<file path="config.mk">
export PLATFORM = sky130hd
export DESIGN_NAME = ifetch_queue
export DESIGN_NICKNAME = d
export VERILOG_FILES = /design/src/rtl/ifetch_queue.sv
export SDC_FILE = /design/constraint.sdc
export NUM_CORES = 1
export LEC_CHECK = 0
export ABC_AREA = 0
export CORE_MARGIN = 1
export CORE_UTILIZATION = 59
export DETAILED_ROUTE_END_ITERATION = 16
export PLACE_DENSITY_LB_ADDON = 0.12
export SLEW_MARGIN = 20
export SYNTH_ARGS = -nofsm -noshare
export SYNTH_HDL_FRONTEND = slang
export SYNTH_SLANG_ARGS = --single-unit
</file>
<file path="constraint.sdc">
create_clock -name clk -period 6.9 [get_ports clk]
set_input_delay 1.035 -clock clk [delete_from_list [all_inputs] [get_ports clk]]
set_output_delay 1.035 -clock clk [all_outputs]
set_load 0.1 [all_outputs]
</file>
<file path="src/rtl/ifetch_queue.sv">
// Instruction fetch front end: PC generation, ROM request issue, and a DEPTH-entry {addr, inst} queue toward decode.
// Latency: a request in cycle N returns data in N+1, and that instruction is visible at the queue head in N+2.
// Backpressure: requests are credit-limited (count - pop + inflight < DEPTH), so a returning response always finds a free slot.
module ifetch_queue #(
  parameter int                ADDR_W   = 32,
  parameter int                INST_W   = 32,
  parameter int                DEPTH    = 4,
  parameter logic [ADDR_W-1:0] RESET_PC = '0
) (
  input  logic                       clk,
  input  logic                       rst,
  output logic                       rom_req_o,
  output logic [ADDR_W-1:0]          rom_addr_o,
  input  logic [INST_W-1:0]          rom_inst_i,
  input  logic                       redirect_i,
  input  logic [ADDR_W-1:0]          redirect_pc_i,
  output logic                       inst_valid_o,
  output logic [INST_W-1:0]          inst_o,
  output logic [ADDR_W-1:0]          inst_addr_o,
  input  logic                       inst_ready_i,
  output logic [$clog2(DEPTH+1)-1:0] count_o
);

  localparam int PW = (DEPTH > 1) ? $clog2(DEPTH) : 1;
  localparam int CW = $clog2(DEPTH + 1);

  logic [ADDR_W-1:0] fetch_pc;
  logic              inflight;
  logic [ADDR_W-1:0] inflight_addr;
  logic [ADDR_W-1:0] mem_addr [DEPTH];
  logic [INST_W-1:0] mem_inst [DEPTH];
  logic [PW-1:0]     rd_ptr;
  logic [PW-1:0]     wr_ptr;
  logic [CW-1:0]     count;

  logic              pop;
  logic              push;
  logic [CW:0]       credit_used;
  logic              credit_ok;
  logic [ADDR_W-1:0] redirect_pc_aligned;

  // Handshake, credit check and head read; reset and redirect mask both valid and issue.
  always_comb begin
    inst_valid_o        = (count != '0) & ~redirect_i & ~rst;
    pop                 = inst_valid_o & inst_ready_i;
    push                = inflight & ~redirect_i & ~rst;
    // Occupancy after this cycle's pop plus the response still on its way back.
    credit_used         = {1'b0, count} - {{CW{1'b0}}, pop} + {{CW{1'b0}}, inflight};
    credit_ok           = credit_used < (CW+1)'(DEPTH);
    rom_req_o           = ~rst & ~redirect_i & credit_ok;
    rom_addr_o          = fetch_pc;
    inst_o              = mem_inst[rd_ptr];
    inst_addr_o         = mem_addr[rd_ptr];
    count_o             = count;
    // Low two bits of the target are ignored; fetch is always word aligned.
    redirect_pc_aligned = redirect_pc_i & ~ADDR_W'(3);
  end

  // Control state: reset beats redirect, which beats issue/push/pop.
  always_ff @(posedge clk) begin
    if (rst) begin
      fetch_pc      <= RESET_PC;
      inflight      <= 1'b0;
      inflight_addr <= '0;
      rd_ptr        <= '0;
      wr_ptr        <= '0;
      count         <= '0;
    end else if (redirect_i) begin
      fetch_pc <= redirect_pc_aligned;
      inflight <= 1'b0;
      rd_ptr   <= '0;
      wr_ptr   <= '0;
      count    <= '0;
    end else begin
      inflight <= rom_req_o;
      if (rom_req_o) begin
        fetch_pc      <= fetch_pc + ADDR_W'(4);
        inflight_addr <= fetch_pc;
      end
      if (push) wr_ptr <= wr_ptr + PW'(1);
      if (pop)  rd_ptr <= rd_ptr + PW'(1);
      case ({push, pop})
        2'b10:   count <= count + CW'(1);
        2'b01:   count <= count - CW'(1);
        default: count <= count;
      endcase
    end
  end

  // Queue storage; entries are only meaningful below count, so no reset is needed.
  always_ff @(posedge clk) begin
    if (push) begin
      mem_addr[wr_ptr] <= inflight_addr;
      mem_inst[wr_ptr] <= rom_inst_i;
    end
  end

endmodule

</file>
Word-level counts from Yosys, hierarchy flattened
Memories as Yosys holds them, arrays and structs flattened. A register that Yosys moved wholly into a read port is not among the register bits.
Index checks and enable logic that the tools add are counted.
{"block": "op_classes", "bitwise_logic": 9, "n_addsub": 7, "n_reduce_logical": 5, "n_mux": 9, "n_eq_ne": 2, "magnitude_cmp": 1}
{"operator": "32-bit two-way mux", "count": 2}
{"operator": "32-bit by 3-bit adder with 32-bit output, second input constant", "count": 1}
{"operator": "2-bit two-way mux", "count": 4}
{"operator": "1-bit AND", "count": 7}
{"operator": "3-bit case mux with 2 select lines", "count": 1}
{"operator": "2-bit by 1-bit adder with 2-bit output, second input constant", "count": 2}
{"operator": "4-bit by 1-bit adder with 4-bit output", "count": 1}
{"operator": "4-bit by 3-bit < comparator with 1-bit output, second input constant", "count": 1}
{"operator": "2-bit nonzero test", "count": 2}
{"operator": "3-bit by 1-bit subtractor with 4-bit output", "count": 1}
{"operator": "3-bit by 1-bit adder with 3-bit output, second input constant", "count": 1}
{"operator": "3-bit nonzero test", "count": 1}
{"operator": "3-bit by 1-bit subtractor with 3-bit output, second input constant", "count": 1}
{"operator": "2-bit by 1-bit equality test with 1-bit output, second input constant", "count": 1}
{"operator": "2-bit equality test, second input constant", "count": 1}
{"operator": "1-bit two-way mux", "count": 2}
{"operator": "1-bit inverter", "count": 2}
{"operator": "2-bit AND reduction", "count": 1}
{"operator": "2-bit OR reduction", "count": 1}
{"block": "totals", "ramBits": 256, "in_bits": 68, "elab_cells": 42, "mem_count": 2, "out_inout_bits": 101, "ff_bits": 72}
{"memory": "mem_addr", "depth": 4, "word_bits": 32, "rd": 1, "rd_clocked_by_memory_dff": 1, "write_ports": 1, "line_no": "30", "rtl": "logic [ADDR_W-1:0] mem_addr [DEPTH];"}
{"memory": "mem_inst", "depth": 4, "word_bits": 32, "rd": 1, "rd_clocked_by_memory_dff": 1, "write_ports": 1, "line_no": "31", "rtl": "logic [INST_W-1:0] mem_inst [DEPTH];"}

Longest topological paths before layout
Gate-level depths: netlist of run 1.
{"block": "depth", "depth_word": 10, "mapped_depth": 14, "mapped_depth_nobuf": 10}

Least setup slack after synthesis of run 1
OpenSTA, ideal clock, no wires.
{"block": "synth_path", "kind": "input to output", "start": "input rst", "end": "output rom_req_o", "slack_ns": 2.187, "n_path_buf": 3, "required_time_ns": 5.865, "cell_stages": 11, "arrival_time_ns": 3.678, "cell_sequence": "clkbuf_1 nor2_1 o311a_1 ha_1 inv_1 ha_1 and3b_1 or4_1 buf_2 a31oi_1 buf_4"}
{"block": "synth_via", "elab_chain_cells": 7}
{"element": "start, declared", "line_no": "11", "rtl": "input logic rst,"}
{"element": "1-bit inverter", "line_no": "44", "rtl": "inst_valid_o = (count != '0) & ~redirect_i & ~rst;"}
{"element": "1-bit AND", "line_no": "44"}
{"element": "1-bit AND", "line_no": "45", "rtl": "pop = inst_valid_o & inst_ready_i;"}
{"element": "named net pop", "line_no": "36", "rtl": "logic pop;"}
{"element": "3-bit by 1-bit subtractor with 4-bit output", "line_no": "48", "rtl": "credit_used = {1'b0, count} - {{CW{1'b0}}, pop} + {{CW{1'b0}}, inflight};"}
{"element": "4-bit by 1-bit adder with 4-bit output", "line_no": "48"}
{"element": "4-bit by 3-bit < comparator with 1-bit output", "line_no": "49", "rtl": "credit_ok = credit_used < (CW+1)'(DEPTH);"}
{"element": "1-bit AND", "line_no": "50", "rtl": "rom_req_o = ~rst & ~redirect_i & credit_ok;"}
{"element": "end, declared", "line_no": "12", "rtl": "output logic rom_req_o,"}
The timed path passes the listed nets, and every way through them passes these cells.

Worst setup path in the final report of run 1
{"block": "layout_path", "start": "input redirect_i", "end": "output rom_req_o"}
{"block": "layout_via", "elab_chain_cells": 8}
{"element": "start, declared", "line_no": "15", "rtl": "input logic redirect_i,"}
{"element": "1-bit inverter", "line_no": "44"}
{"element": "1-bit AND (2 in series)", "line_no": "44"}
{"element": "1-bit AND", "line_no": "45"}
{"element": "named net pop", "line_no": "36"}
{"element": "3-bit by 1-bit subtractor with 4-bit output", "line_no": "48"}
{"element": "4-bit by 1-bit adder with 4-bit output", "line_no": "48"}
{"element": "4-bit by 3-bit < comparator with 1-bit output", "line_no": "49"}
{"element": "1-bit AND", "line_no": "50"}
The timed path passes the listed nets, and every way through them passes these cells.

==> results of run 1 <==
## Yosys cell counts, types with 9 or more instances
| master | number | share of area (%) |
|---|---|---|
| a211oi_1 | 16 | 0.96 |
| a21oi_1 | 9 | 0.36 |
| a311oi_1 | 12 | 0.84 |
| a31oi_1 | 10 | 0.50 |
| and4_1 | 13 | 0.91 |
| buf_4 | 9 | 0.54 |
| clkbuf_1 | 28 | 0.84 |
| dfxtp_1 | 70 | 11 |
| edfxtp_1 | 248 | 60 |
| ha_1 | 9 | 0.90 |
| inv_1 | 21 | 0.63 |
| mux2i_1 | 32 | 2.6 |
| mux4_2 | 62 | 11 |
| nand2_1 | 14 | 0.42 |
| nand3_1 | 9 | 0.36 |
| nor2_1 | 58 | 1.7 |
| xnor2_1 | 17 | 1.2 |
## power by group through the flow
stage / logic (mW) / registers (mW) / clock network (mW)
3_3_place_gp: 0.293 / 2.15 / 0
5_1_grt: 0.311 / 2.12 / 1.70
2_1_floorplan: 0.113 / 2.23 / 0
4_1_cts: 0.300 / 2.11 / 1.61
3_5_place_dp: 0.299 / 2.15 / 0
6_report: 0.300 / 2.11 / 1.59
## flip-flops by register name, summed over array words and instances (netlist names), named ones only
| signal | cells |
|---|---|
| rom_addr_o | 30 |
| mem_inst | 128 |
| mem_addr | 120 |
| inflight | 1 |
| count_o | 3 |
| inflight_addr | 30 |
| rd_ptr | 2 |
| wr_ptr | 2 |
## critical path: stages
cell	delay, ns
clkdlybuf4s50_1	0.43
nor2_1	0.50
o311a_1	0.42
ha_1	0.21
inv_1	0.04
ha_1	0.27
and3b_1	0.19
or4_1	0.88
a31oi_4	0.39
buf_12	0.21
## layout make-up
class	instances	area, sq um
fill	1237	5192
inverter	21	78.83
clock buffer	39	835.8
tap	270	337.8
sequential	318	8856
multi-input combinational	335	3327
clock inverter	17	130.1
timing repair buffer	168	1672
## stage by stage
| stage | power [mW] | hold WS (ns) |
|---|---|---|
| 3_5_place_dp | 2.453 | 0.4936 |
| 3_3_place_gp | 2.445 | 0.4704 |
| 6_report | 4.006 | 0.5101 |
| 4_1_cts | 4.021 | 0.5091 |
| 2_1_floorplan | 2.348 | 0.4594 |
| 5_1_grt | 4.125 | 0.5250 |
## logic make-up after synthesis
logic type	share of synthesized area, %
adder cells (fa/ha/maj)	1.065
flip-flops	71.08
other	0.03012
XOR/XNOR	1.407
buffers and inverters	2.573
AO/OA/AOI/OAI	4.583
AND/OR/NAND/NOR	5.478
multiplexers	13.79
## routing by layer
layer	vias up	wire, um	GRT usage, %
met5	-	0	0
met4	0	401	5.979
met3	31	1523	3.696
met2	241	12900	40.68
met1	3557	10640	32.36
li1	3162	-	-
## worst paths after layout
path                      from               to  slack, ns  cells after the start
min reg2reg  inflight_addr[12]  mem_addr[3][12]       0.51                      0
max                 redirect_i        rom_req_o       1.27                     10
min          inflight_addr[12]  mem_addr[3][12]       0.51                      0
max reg2reg         count_o[0]   rom_addr_o[23]       2.96                      9
==> summary.md, run 1 <==
| Metric | Value |
|---|---|
| Outcome | `complete, no violations` |
| Initial antenna violation count | `0` |
| Clk sinks | `around 320` |
| Ys flop type | `edfxtp_1` |
| CP arrival | `4.59 ns` |
| CTS clk-pin slew, worst paths | `0.06 ns` |
| Clock skew | `0.01005 ns` |
| GRT overflow | `0` |
| Part of the power in the clock network | `about two fifths` |
| Die height | `roughly 150 um` |
| First-pass GRT wire length | `a little under 40,000 um` |
| Share of cells above drive strength 1 | `13.92%` |
| Period utilization | `roughly four fifths` |
| Port Buf Inserts | `162` |
| Unrepaired setup endpoints after global routing | `false` |
| WL final | `approximately 25,000 um` |
| Final setup margin | `1.274 ns` |
| Vias | `roughly 7,000` |
| Max rail drop VDD | `between 0.00015 and 0.0002 V` |
| Initial core utilization | `between 60% and 70%` |
| Post-Syn Area per Cell | `about 17 sq um` |
| # setup viols final | `0` |
| GRT Resource Usage Total | `roughly a quarter` |
| Combinational fraction of design power | `~7.5%` |
| Num CTS Buffers | `30` |
| Fin util | `74.58%` |
| Most frequent cells in the layout | `248 x edfxtp_1, 160 x clkdlybuf4s50_1, 68 x dfxtp_1` |
| Latest clock arrival within the worst-skew pair | `between 0.5 and 0.6 ns` |
| Synthesis Warnings | `0` |
| Least-Margin Pin Slew | `1.042 ns` |
| Fmax achieved | `around 0.18 GHz` |
| Final #Nets | `952` |
| Commonest non-fill, non-tap cell in the layout | `edfxtp_1` |
| Leakage Power | `just over 5 nW` |
| DRT Pass-1 Iters | `5` |
| Internal power | `3.098 mW` |
| Max Slew Vio Count | `0` |
| Antenna Cells | `0` |
| Register area share after synthesis | `between 70% and 80%` |
| Max Cap Violations | `0` |
| Core ar. | `roughly 20,000 sq um` |
| Syn Inst Count | `slightly above 700` |
| Critical Path RT | `between 5 and 6 ns` |
| Drt drc | `0` |
| Vias in the first global route | `~7,200` |
| GP Congestion | `~0.79` |
| Layout Cells excl Fill | `1,168` |
| Dpl cell area | `~14,000 sq um` |
| Sw Pwr | `0.9078 mW` |
| Post-synth EDFFs | `248` |
| Placed Instances | `about 1,100` |
| Crit path time final | `5.626 ns` |
| Finished Cell Area | `roughly 15,000 sq um` |
| Sw frac | `about 23%` |
| Setup bufs post-CTS | `0` |
| Die width | `between 100 and 150 um` |
| Via density | `~6.0` |
| CP Launch Type | `input port` |
| CP Max Fanout | `22` |
| Final Hold Viols | `0` |
| Clock tree buffer depth | `3` |
| CP Class | `input port to output port` |
| Drt wl/cell | `about 22 um` |
| Crit path capture type | `output port` |
| Antenna-violating nets left | `0` |
| Slew headroom | `30.32%` |
| Hpwl dp | `roughly 15,000 um` |
| # rows | `52` |
| CTS Root Buffer Type | `clkbuf_16` |
| I/O pin cnt | `169` |
| Async S/R FF share, synth | `0%` |
| First DRT Iteration DRCs | `503` |
| Post-CTS Hold Buffers | `0` |
| Synth-to-Final Area Change | `22.39%` |
| H-tree levels | `1` |
| Post-synthesis register bit count | `~320` |
| Hold WC Path Type | `flop to flop` |
| Largest net degree at the start of global routing | `63` |
| Synth unique cells | `48` |
| Worst slack, placed | `roughly 1.3 ns` |
| P per Cell Area | `between 200 and 300 nW/um^2` |
| Setup TNS | `0 ns` |
| Die ar. | `about 22,000 sq um` |
| Netlist Area Pre-Place | `approximately 12,000 sq um` |
| Flop pwr share | `around 53%` |
| CTS tree | `built` |
| CTS resizes | `0` |
No activity file was read; power rests on OpenSTA's default activity.
==> run 2, diff against run 1 <==
Settings changed: CORE_UTILIZATION 59 to 49.
Clock period 6.9 ns to 4.7 ns, I/O delays scaled along.
==> run 2 against run 1 <==
  * Routed wire length is 1.8% higher
  * Sequential power is 47% higher
  * Via count is 0.19% higher
  * Critical path depth stayed put
  * Final cell count is 5.3% higher
==> summary.md, run 2 (same netlist as run 1, synthesis figures left out) <==
| Metric | Value |
|---|---|
| CTS Root Buffer Type | `clkbuf_16 (unchanged)` |
| Hold WC Path Type | `flop to flop (unchanged)` |
| Hpwl dp | `15,240 um (was 15,110 um)` |
| Antenna-violating nets left | `0 (unchanged)` |
| Fmax achieved | `around 0.25 GHz` |
| Crit path top cell by count | `ha_1 (unchanged)` |
| Vias | `7,004 (was 6,991)` |
| Via density | `5.694 (was 5.985)` |
| Post-CTS Hold Buffers | `0 (unchanged)` |
| Port Buf Inserts | `162 (unchanged)` |
| Commonest non-fill, non-tap cell in the layout | `edfxtp_1 (unchanged)` |
| Num CTS Buffers | `34 (was 30)` |
| CTS tree | `built (unchanged)` |
| Worst path slowest cell | `or4_1 (unchanged)` |
| Share of cells above drive strength 1 | `14.79% (was 13.92%)` |
| Final Hold Viols | `0 (unchanged)` |
| Crit path time final | `roughly 4 ns` |
| Clock tree buffer depth | `3 (unchanged)` |
| Latest clock arrival within the worst-skew pair | `0.51 ns (was 0.54 ns)` |
| Initial antenna violation count | `0 (unchanged)` |
| GRT overflow | `0 (unchanged)` |
| Least-Margin Pin Slew | `1.059 ns (was 1.042 ns)` |
| Max rail drop VDD | `0.0002882 V (was 0.0001598 V)` |
| Combinational fraction of design power | `7.2% (was 7.5%)` |
| CP Class | `input port to output port (unchanged)` |
| Final #Nets | `959 (was 952)` |
| GP Congestion | `0.8735 (was 0.7928)` |
| First DRT Iteration DRCs | `578 (was 503)` |
| CP Max Fanout | `4 (was 22)` |
| CTS clk-pin slew, worst paths | `0.06 ns (about the same)` |
| Largest net degree at the start of global routing | `63 (unchanged)` |
| Antenna Cells | `0 (unchanged)` |
| Biggest regs | `mem_inst (128), mem_addr (120) (unchanged)` |
| WL final | `25,940 um (was 25,470 um)` |
| I/O pin cnt | `169 (unchanged)` |
| CP Launch Type | `input port (unchanged)` |
| CTS resizes | `0 (unchanged)` |
| Sw Pwr | `1.387 mW (was 0.9078 mW)` |
| Core ar. | `24,600 sq um (was 20,430 sq um)` |
| Sw frac | `22.61% (was 22.66%)` |
| Largest Register | `mem_inst (unchanged)` |
| Layout fillers | `1,800 (was 1,237)` |
| CP max stage delay | `0.54 ns (was 0.88 ns)` |
| Vias in the first global route | `7,396 (was 7,234)` |
| Clock skew | `0.01666 ns (was 0.01005 ns)` |
| # setup viols final | `0 (unchanged)` |
| Flop pwr share | `50.7% (was 52.8%)` |
| Critical Path RT | `3.99 ns (was 5.86 ns)` |
| Drt drc | `0 (unchanged)` |
| # rows | `57 (was 52)` |
| Setup TNS | `0 ns (unchanged)` |
| Internal power | `4.745 mW (was 3.098 mW)` |
| Unrepaired setup endpoints after global routing | `false (unchanged)` |
| Fin Hold WS | `0.5030 ns (was 0.5101 ns)` |
| Drt wl/cell | `21.09 um (was 21.80 um)` |
| DRT Pass-1 Iters | `5 (unchanged)` |
| Outcome | `complete, no violations (unchanged)` |
| Synth-to-Final Area Change | `24.27% (was 22.39%)` |
| Part of the power in the clock network | `42.2% (was 39.7%)` |
| Most frequent cells in the layout | `248 x edfxtp_1, 159 x clkdlybuf4s50_1, 68 x dfxtp_1 (was 248 x edfxtp_1, 160 x clkdlybuf4s50_1, 68 x dfxtp_1)` |
| Slew headroom | `29.18% (was 30.32%)` |
| GRT Resource Usage Total | `20.71% (was 23.84%)` |
| Die height | `161.4 um (was 147.3 um)` |
| Cells along the critical path | `clkdlybuf4s50_1 -> nor2_1 -> o311a_1 -> ha_1 -> inv_1 -> ha_1 -> and3b_1 -> or4_1 -> a31oi_4 -> buf_12 (unchanged)` |
| Max reg flops | `128 (unchanged)` |
| Setup slack, reg-to-reg | `1.20 ns (was 2.96 ns)` |
| P per Cell Area | `396.4 nW/um^2 (was 262.9 nW/um^2)` |
| Initial core utilization | `50.60% (was 60.94%)` |
| Die ar. | `26,050 sq um (was 21,690 sq um)` |
| Leakage Power | `5.144 nW (was 5.065 nW)` |
| Period utilization | `between 80% and 90%` |
| CP arrival | `3.32 ns (was 4.59 ns)` |
| Die width | `161.4 um (was 147.3 um)` |
| First-pass GRT wire length | `41,410 um (was 39,620 um)` |
| Crit path capture type | `output port (unchanged)` |
| Setup bufs post-CTS | `0 (unchanged)` |
| H-tree levels | `2 (was 1)` |
| Max Cap Violations | `0 (unchanged)` |
| Max Slew Vio Count | `0 (unchanged)` |
| Clk sinks | `318 (unchanged)` |
[run 2: critical path, delay by kind of cell]
family                   cells  cell delay, ns
AND/OR/NAND/NOR              3            0.89
adder cells (fa/ha/maj)      2            0.44
buffers and inverters        3            0.68
AO/OA/AOI/OAI                2            0.59
[run 2: power groups by stage]
stage	clock (mW)	combinational, mW	sequential [mW]
6_report	2.59	0.438	3.11
5_1_grt	2.76	0.458	3.11
4_1_cts	2.65	0.441	3.11
3_5_place_dp	0	0.439	3.17
3_3_place_gp	0	0.432	3.16
2_1_floorplan	0	0.166	3.28
[run 2: layout make-up]
type                       instances  area [sq um]  share of cell area (%)
clock buffer                      41         950.9                   6.146
inverter                          21         78.83                  0.5095
sequential                       318          8856                   57.24
tap                              324         405.4                   2.620
timing repair buffer             171          1704                   11.01
clock inverter                    20         148.9                  0.9624
multi-input combinational        335          3327                   21.50
[run 2: final timing paths]
path | start | end | cells past startpoint
setup / recovery | redirect_i | rom_req_o | 10
hold / removal | inflight_addr[14] | mem_addr[0][14] | 0
setup reg to reg | count_o[0] | rom_addr_o[29] | 10
hold reg to reg | inflight_addr[14] | mem_addr[0][14] | 0
[run 2: metrics by stage]
step	instances	power (mW)	utilization [%]	setup WS (ns)	instance area, sq um
2_1_floorplan	724	3.447	-	0.6475	12460
3_3_place_gp	1169	3.593	58.41	0.6088	14370
3_5_place_dp	1169	3.604	58.41	0.4235	14370
4_1_cts	1230	6.197	62.88	0.6599	15470
5_1_grt	1230	6.323	62.88	0.5596	15470
6_report	1230	6.132	62.88	0.6764	15470
[run 2: layer usage]
layer / track usage, % / up-vias / routed length (um)
met5: 0 / - / 0
met4: 6.818 / 0 / 607
met3: 3.364 / 51 / 1534
met2: 34.68 / 271 / 12830
met1: 27.73 / 3494 / 10970
li1: - / 3188 / -
